===== config.mk =====
export PLATFORM = sky130hd
export DESIGN_NAME = mux2_share_arbiter
export DESIGN_NICKNAME = d
export VERILOG_FILES = /design/src/rtl/mux2_share_arbiter.sv
export SDC_FILE = /design/constraint.sdc
export NUM_CORES = 1
export LEC_CHECK = 0
export CAP_MARGIN = 20
export CORE_AREA = 2 2 39 41
export CTS_CLUSTER_DIAMETER = 50
export DETAILED_ROUTE_END_ITERATION = 10
export DIE_AREA = 0 0 41 43
export PLACE_DENSITY_LB_ADDON = 0.2
export SLEW_MARGIN = 20
export SYNTH_ARGS = -nofsm -noshare
export SYNTH_HDL_FRONTEND = slang
export SYNTH_SLANG_ARGS = --single-unit

===== constraint.sdc =====
create_clock -name clk -period 2.8 [get_ports clk]
set_input_delay 0.42 -clock clk [delete_from_list [all_inputs] [get_ports clk]]
set_output_delay 0.42 -clock clk [all_outputs]
set_load 0.02 [all_outputs]

===== src/rtl/mux2_share_arbiter.sv =====
// Round-robin owner of a shared 2:1 enabled bus mux: registered grants, bounded
// tenure with preemption, and a one-cycle mux-disabled turnaround between owners.
module mux2_share_arbiter #(
    parameter int unsigned MAX_HOLD = 8,
    parameter int unsigned HOLD_W   = 4
) (
    input  logic              clk,
    input  logic              reset_n,
    input  logic              req0,
    input  logic              req1,
    output logic              gnt0,
    output logic              gnt1,
    output logic              mux_e,
    output logic              mux_s,
    output logic [HOLD_W-1:0] hold_cnt
);

    localparam logic [HOLD_W-1:0] HOLD_LIM = HOLD_W'(MAX_HOLD);
    localparam logic [HOLD_W-1:0] HOLD_ONE = HOLD_W'(1);

    typedef enum logic [1:0] {
        IDLE = 2'd0,
        OWN0 = 2'd1,
        OWN1 = 2'd2,
        TURN = 2'd3
    } state_t;

    state_t            state, state_nxt;
    logic              last, last_nxt;
    logic              gnt0_nxt, gnt1_nxt, mux_e_nxt, mux_s_nxt;
    logic [HOLD_W-1:0] hold_nxt;
    logic              at_lim;

    assign at_lim = (hold_cnt == HOLD_LIM);

    // State, priority flag and all outputs are registered together.
    always_ff @(posedge clk or negedge reset_n) begin
        if (!reset_n) begin
            state    <= IDLE;
            last     <= 1'b1;
            gnt0     <= 1'b0;
            gnt1     <= 1'b0;
            mux_e    <= 1'b0;
            mux_s    <= 1'b0;
            hold_cnt <= '0;
        end else begin
            state    <= state_nxt;
            last     <= last_nxt;
            gnt0     <= gnt0_nxt;
            gnt1     <= gnt1_nxt;
            mux_e    <= mux_e_nxt;
            mux_s    <= mux_s_nxt;
            hold_cnt <= hold_nxt;
        end
    end

    // Next state plus next-cycle output values decoded from it.
    always_comb begin
        state_nxt = state;
        last_nxt  = last;
        hold_nxt  = '0;
        gnt0_nxt  = 1'b0;
        gnt1_nxt  = 1'b0;
        mux_e_nxt = 1'b0;
        mux_s_nxt = 1'b0;

        unique case (state)
            IDLE, TURN: begin
                // last holds the previous owner, so on a tie the other side wins
                if (req0 && !req1)      state_nxt = OWN0;
                else if (req1 && !req0) state_nxt = OWN1;
                else if (req0 && req1)  state_nxt = last ? OWN0 : OWN1;
                else                    state_nxt = IDLE;
                if (state_nxt != IDLE) hold_nxt = HOLD_ONE;
            end
            OWN0: begin
                if (!req0 || (at_lim && req1)) begin
                    state_nxt = TURN;
                    last_nxt  = 1'b0;
                end else begin
                    hold_nxt = at_lim ? hold_cnt : hold_cnt + HOLD_ONE;
                end
            end
            OWN1: begin
                if (!req1 || (at_lim && req0)) begin
                    state_nxt = TURN;
                    last_nxt  = 1'b1;
                end else begin
                    hold_nxt = at_lim ? hold_cnt : hold_cnt + HOLD_ONE;
                end
            end
            default: begin
                state_nxt = IDLE;
            end
        endcase

        gnt0_nxt  = (state_nxt == OWN0);
        gnt1_nxt  = (state_nxt == OWN1);
        mux_e_nxt = gnt0_nxt | gnt1_nxt;
        mux_s_nxt = gnt0_nxt;
    end

endmodule


Yosys cells after proc, flatten, opt, wreduce, memory -nomap -nowiden
Index checks and enable logic that the tools add are counted.
Storage, ports and cells
  register bits: 10
  bits of input ports: 4
  output and inout bits: 8
  logic and storage cells: 46
Operators by class
  add/sub/neg operators: 1
  equality and inequality tests: 8
  multiplexer cells: 16
  bitwise logic cells: 1
  reductions and logical operators: 14
Operator list (count)
  $mux W2: 7
  $mux W4: 3
  $pmux W4 S3: 1
  $eq A2 B2 Y1 const B: 3
  $pmux W2 S3: 1
  $logic_and A1 B1 Y1: 5
  $add A4 B1 Y4 const B: 1
  $eq A2 B1 Y1 const B: 2
  $eq A4 B4 Y1 const B: 1
  $ne A2 B2 Y1 const B: 2
  $reduce_bool A2 Y1: 2
  $mux W1: 3
  $reduce_and A3 Y1: 1
  $logic_not A1 Y1: 2
  $logic_not A2 Y1: 1
  $logic_or A1 B1 Y1: 2
  $pmux W1 S2: 1
  $reduce_or A2 Y1: 1
  $or A1 B1 Y1: 1

Longest topological paths before layout
  word-level depth: 8
  mapped depth: 7
  mapped depth without buffers: 7

Worst setup path before layout
No wires, ideal clock.
  path kind: register -> register
  start: register hold_cnt[0]
  end: register mux_e
  arrival time: 1.562 ns
  slack: 1.126 ns
  cell stages (with the launch flop): 8
  buffers on the path: 0
  clock period less this slack: 1.674 ns
  cell sequence: dfrtp_1 > inv_1 > ha_1 > and4b_1 > o21ai_1 > a22o_1 > ha_1 > inv_1
On the way
  longest elaborated chain between the ends: 7
  elaborated cells on any way between the ends: 11
RTL lines
  from (decl): RTL line 15  | output logic [HOLD_W-1:0] hold_cnt
  from (signal assigned): RTL line 53  | hold_cnt <= hold_nxt;
  $eq A4 B4 Y1 (*): RTL line 34  | assign at_lim = (hold_cnt == HOLD_LIM);
  $logic_and A1 B1 Y1 (on tied branches): RTL line 85, 77
  $logic_or A1 B1 Y1 (on tied branches): RTL line 85, 77
  $mux W2 (on tied branches): RTL line 85, 77
  $pmux W2 S3 (*): RTL line 67  | unique case (state)
  $eq A2 B1 Y1 or $eq A2 B2 Y1 (tied branches): RTL line 97, 98
  $or A1 B1 Y1 (*): RTL line 99  | mux_e_nxt = gnt0_nxt | gnt1_nxt;
  via mux_e_nxt: RTL line 30  | logic gnt0_nxt, gnt1_nxt, mux_e_nxt, mux_s_nxt;
  to (signal assigned): RTL line 51  | mux_e <= mux_e_nxt;
  to (decl): RTL line 13  | output logic mux_e,
Mark *: on every way through the listed nets, which the timed path passes. The rest lies on a longest branch.
A chain may end at the register's enable or synchronous reset.

Worst setup path after layout
  start: input port req1
  end: register mux_e
On the way
  longest elaborated chain between the ends: 8
  elaborated cells on any way between the ends: 17
RTL lines
  from (decl): RTL line 10  | input logic req1,
  $logic_and A1 B1 Y1: RTL line 72  | else if (req0 && req1) state_nxt = last ? OWN0 : OWN1;
  $mux W2: RTL line 72
  $mux W2: RTL line 71  | else if (req1 && !req0) state_nxt = OWN1;
  $mux W2: RTL line 70  | if (req0 && !req1) state_nxt = OWN0;
  $mux W2: RTL line 67
  $pmux W2 S3 (*): RTL line 67
  via state_nxt[1]: RTL line 28  | state_t state, state_nxt;
  $eq A2 B1 Y1 or $eq A2 B2 Y1 (tied branches): RTL line 97, 98
  $or A1 B1 Y1 (*): RTL line 99
  via mux_e_nxt: RTL line 30
Mark *: on every way through the listed nets, which the timed path passes. The rest lies on a longest branch. The select of a mux whose other input is x is not followed.

==> impl_metrics.csv <==
group,metric,value,unit
status,outcome,"completed",
drt,ant_nets,0,
sta,fmax,0.547,GHz
sta,hold_viol,0,
setup_path,worstPathRequired,3.01,ns
setup_path,critPathMaxStageDelay,0.62,ns
place,gp_congestion,0.713,
floorplan,ioPinCount,12,
drt,drt-initial-drc-count,16,
finish,diodes,0,
floorplan,die_y,43,um
place,port_buffers,11,
floorplan,row_count,14,
sta,setup_viol_count_final,0,
drt,first_pass_iters,3,
drt,vias,461,
cts,insertion_delay,0.27,ns
synth,synthSimpleGateAreaFrac,0.189,
synth,synth_area_leaders,"dfrtp_1, ha_1, dfstp_2",
synth,synth_area,608,sq um
floorplan,start_util,0.439,
min_path,hold_class,"input port to asynchronous set/reset pin",
pwr,irDropWorstVdd,0.607,mV
cts,cts_resized,0,
setup_path,cp_top_family,"buffers and inverters",
sta,drv_slew,0,
finish,drive_above_1_share,0.111,
sta,grt_setup_unrepaired,"false",
synth,synth_top_cell_area_share,0.370,
global_route,track_usage,0.157,
setup_path,crit_fanout,8,
synth,synth_top_family_by_area,"simple AND/OR/NAND/NOR gates",
synth,synth_adder_area_share,0.123,
synth,synthesis.nets,69,
global_route,grt_overflow,0,
floorplan,chipWidth,41,um
synth,synth_warnings,0,
synth,syn_area_per_cell,10.3,sq um
sta,timing.setup.tns,0,ns
floorplan,core_area,0.00138,sq mm
synth,synth_compound_area_frac,0.158,
synth,synth_edf_count,0,
synth,postSynthCellCount,59,
finish,nets,83,
setup_path,cp_num_cells,6,
synth,synth_common_cells,"dfrtp_1, ha_1, inv_1",
sta,slew_headroom,0.694,
drt,totalWireLength,1100,um
synth,seq_area_frac_synth,0.414,
floorplan,fp.dieArea,0.00176,sq mm
cts,clock_sinks,10,
setup_path,crit_path_start_kind,"input port",
drt,wl_per_cell,12.5,um
global_route,grt_max_degree,12,
cts,cts_setup_buffers,0,
finish,area_delta_synth_final,25.5,%
place,dp_hpwl,815,um
setup_path,worstPathCellList,"clkdlybuf4s50_1 > nand4b_2 > a31o_1 > a22oi_1 > ha_1 > inv_1",
synth,ys.flop_type,"dfrtp_1",
setup_path,arrival,2.04,ns
synth,async_reset_ff_frac,1.00,
setup_path,slowest_stage,"clkdlybuf4s50_1",
global_route,antenna_found_initial,0,
cts,cts_tree,"built",
cts,clk_transition_reported_paths,0.07,ns
global_route,grt_pass1_vias,436,
cts,cts_root_buf,"clkbuf_4",
sta,worst_pin_slew,0.458,ns
drt,viasPerCell,5.24,
setup_path,ff2ff_path_depth,7,
global_route,grt_pass1_wl,1870,um
run,drv_cap,0,
cts,clockBufferDepth,2,
setup_path,critPathKind,"input port to register",
sta,post-route-period-util,0.653,
sta,timing.final.ws_setup,0.970,ns
cts,htree_levels,1,
pwr,p_leak,0.000354,uW
synth,ys_types,29,
synth,synth_area_leader_cell,"dfrtp_1",
synth,synth.mux.area_fraction,0.0165,
sta,finalCriticalPeriod,1.83,ns
synth,synth_seq_cells,10,
synth,yosysMostFrequentCell,"dfrtp_1",
cts,holdBufCountCts,0,
drt,drc,0,
synth,synth_xor_area_frac,0.0432,
cts,numCtsBuffers,3,
pwr,powerDensity,1120,mW/mm^2
sta,skew,0.00188,ns
place,dp_slack,0.707,ns
finish,fillers,130,
setup_path,endpoint_kind,"register",
setup_path,cp_num_buf_inv,2,
path summary, 6_finish.rpt:
path / slack, ns / end / start
setup / recovery: 0.97 / mux_e$_DFF_PN0_ / req1
hold / removal: 0.47 / hold_cnt[3]$_DFF_PN0_ / reset_n
setup reg to reg: 1.05 / mux_e$_DFF_PN0_ / hold_cnt[0]$_DFF_PN0_
hold reg to reg: 0.55 / last$_DFFE_PN1P_ / last$_DFFE_PN1P_
max in group asynchronous: 1.99 / last$_DFFE_PN1P_ / reset_n
min in group clk: 0.55 / last$_DFFE_PN1P_ / last$_DFFE_PN1P_
power breakdown:
| part | internal (uW) | switching, uW | total [uW] |
|---|---|---|---|
| sequential | 206 | 35.9 | 242 |
| clock | 79.0 | 50.5 | 130 |
| combinational | 219 | 266 | 485 |
final cells by class:
type,count,area (sq um),area share
clock buffer,4,36.3,0.0475
sequential,10,251,0.330
multi-input combinational,41,323,0.423
tap,16,20.0,0.0262
inverter,6,22.5,0.0295
timing repair buffer,11,110,0.144
logic make-up after synthesis:
family	after synthesis
AOI/OAI and AO/OA	12
xor gates and xnor gates	3
DFF	10
buffers and inverters	8
muxes	1
and+or+nand+nor	19
adders and majority gates	6
state kept, by name (all words and copies together) (netlist names):
register,flops
hold_cnt,4
state,2
gnt1,1
last,1
mux_e,1
mux_s,1
stage by stage:
stage	util	area, sq um	instances	hold slack [ns]	power (uW)
3_5_place_dp	0.525	727	84	0.545	731
4_1_cts	0.552	763	88	0.490	870
2_1_floorplan	-	608	59	0.124	592
3_3_place_gp	0.525	727	84	0.558	733
5_1_grt	0.552	763	88	0.499	939
6_report	0.552	763	88	0.470	857
per-layer routing:
metal,vias to the layer above,GRT usage,routed length [um]
met5,-,0,0
met4,0,0.100,15
met3,2,0.0314,38
met2,6,0.209,482
met1,220,0.224,560
li1,233,-,-
placed cells by master (no fill, tap or decap), types with 2 or more instances in the layout:
cell type and instances:
a22o_1 2, dfrtp_1 9, ha_1 6, a21oi_1 2
nand2b_1 2, nor2_1 2, inv_1 6, clkbuf_4 3
nand2_1 5, clkdlybuf4s50_1 11, a22oi_1 2, xor2_1 2
nand3b_1 2, nor3_1 2
No activity file was read; power rests on OpenSTA's default activity.
==> edit (same settings) <==
Set the parameter `HOLD_W` to 6 (it was 4).
--- a/src/rtl/mux2_share_arbiter.sv
+++ b/src/rtl/mux2_share_arbiter.sv
@@ -4,3 +4,3 @@
     parameter int unsigned MAX_HOLD = 8,
-    parameter int unsigned HOLD_W   = 4
+    parameter int unsigned HOLD_W   = 6
 ) (
Ports: changed (resized hold_cnt); port bits go from 12 to 14. No check against the original RTL was run, so the function may have changed too.
==> edit against the original RTL <==
Sequential cell count is 2 higher. Area after synthesis increased by 18%. Routed wire length increased by 21%. Setup slack worse by 0.087 ns. Design area increased by 17%. Cell count is 15% higher. Fmax is 4.5% lower. Clock skew grew 0.0013 ns. Total power grew 7.0%. Register-to-register slack worse by 0.12 ns.
==> edit: results (changes against the original RTL) <==
DRIVE_GT1_FRAC=0.1176  # +0.006536
YOSYS.AREA_SHARE.XOR_XNOR=0.06087  # +0.01766
SYNTH.CELLS.MOST_FREQUENT='sky130_fd_sc_hd__dfrtp_1 (11), sky130_fd_sc_hd__nand2_1 (8), sky130_fd_sc_hd__nor2_1 (7)'
FIRST_ITER_VIOLATIONS=4  # -12
GRT_UTIL_ALL_LAYERS=0.2053  # +0.04817
AVGROUTEDWIREPERCELL_UM=13.17  # +5.6%
FINAL_SETUP_SKEW_NS=0.003191  # +0.001316 ns
MET2ROUTEDLENGTH_UM=619  # +28%
SYNTH-SEQ-AREA-SHARE=0.4191  # +0.005550
LARGEST_REG_FLOPS=6  # +2
SYN_NETS=80  # +16%
GLOBAL_ROUTE_MET1_USAGE=0.2415  # +0.01777
FINAL_CELL_COUNT_NO_FILL=101  # +15%
DP_CELL_COUNT=97  # +15%
CRITICAL_PATH_ARRIVAL_NS=1.50  # -0.54 ns
GRT_MAX_DEGREE=13  # +1
CP_MAX_FO=7  # -1
HPWLAFTERDP_UM=987.2  # +21%
DETAILROUTE.WIRELENGTH.MET3_UM=57  # +50%
POWER.IR.VDD_WORST_V=0.0005330  # -12%
COMPOUND_GATE_FRACTION_OF_SYNTH_AREA=0.1339  # -0.02452
SYNTH.AVG_CELL_AREA_UM2=10.28  # -0.28%
SYNTH.LIB_CELLS_USED.DISTINCT=26  # -10%
GRT_PASS1_WL_UM=2311  # +24%
SLOWEST_DELAY_NS=0.67  # +0.05 ns
TOP_CELLS_BY_AREA_IN_THE_SYNTHESIZED_NETLIST='sky130_fd_sc_hd__dfrtp_1 (38%), sky130_fd_sc_hd__ha_1 (10%), sky130_fd_sc_hd__nand2_1 (4.2%)'
RESULT_OF_THE_RUN='finished clean'
GP_CONGESTION=0.6781  # -4.8%
SYNTH_MUX_AREA_FRAC=0.02783  # +0.01137
MET2_USAGE=0.3031  # +0.09375
## edit: final cells by class
class,count,area [um^2]
sequential,12,301.5
inverter,6,22.52
multi-input combinational,50,384.1
timing repair buffer,13,130.1
fill,122,489.2
tap,16,20.02
clock buffer,4,36.28
## edit: power breakdown
part	switching (uW)	total (uW)	internal [uW]
logic	280	504	225
registers	32.8	273	240
clock network	60.6	140	79.1
## edit: per-stage QoR
step | worst slack, ns | total power [uW]
after floorplan | 0.9817 | 635.6
after global placement | 0.7851 | 776.9
after detailed placement | 0.7682 | 782.2
after CTS | 0.8684 | 926.7
after global routing | 0.7624 | 994.9
final | 0.8839 | 916.3
## edit: final timing paths
path | startpoint | end | slack, ns | depth (start not counted)
min in group clk | last | last | 0.51 | 2
max in group asynchronous | reset_n | last | 1.95 | 1
max | hold_cnt[2] | hold_cnt[2] | 0.88 | 1
min reg2reg | last | last | 0.51 | 2
min | reset_n | hold_cnt[3] | 0.49 | 1
max reg2reg | hold_cnt[0] | mux_e | 0.93 | 8
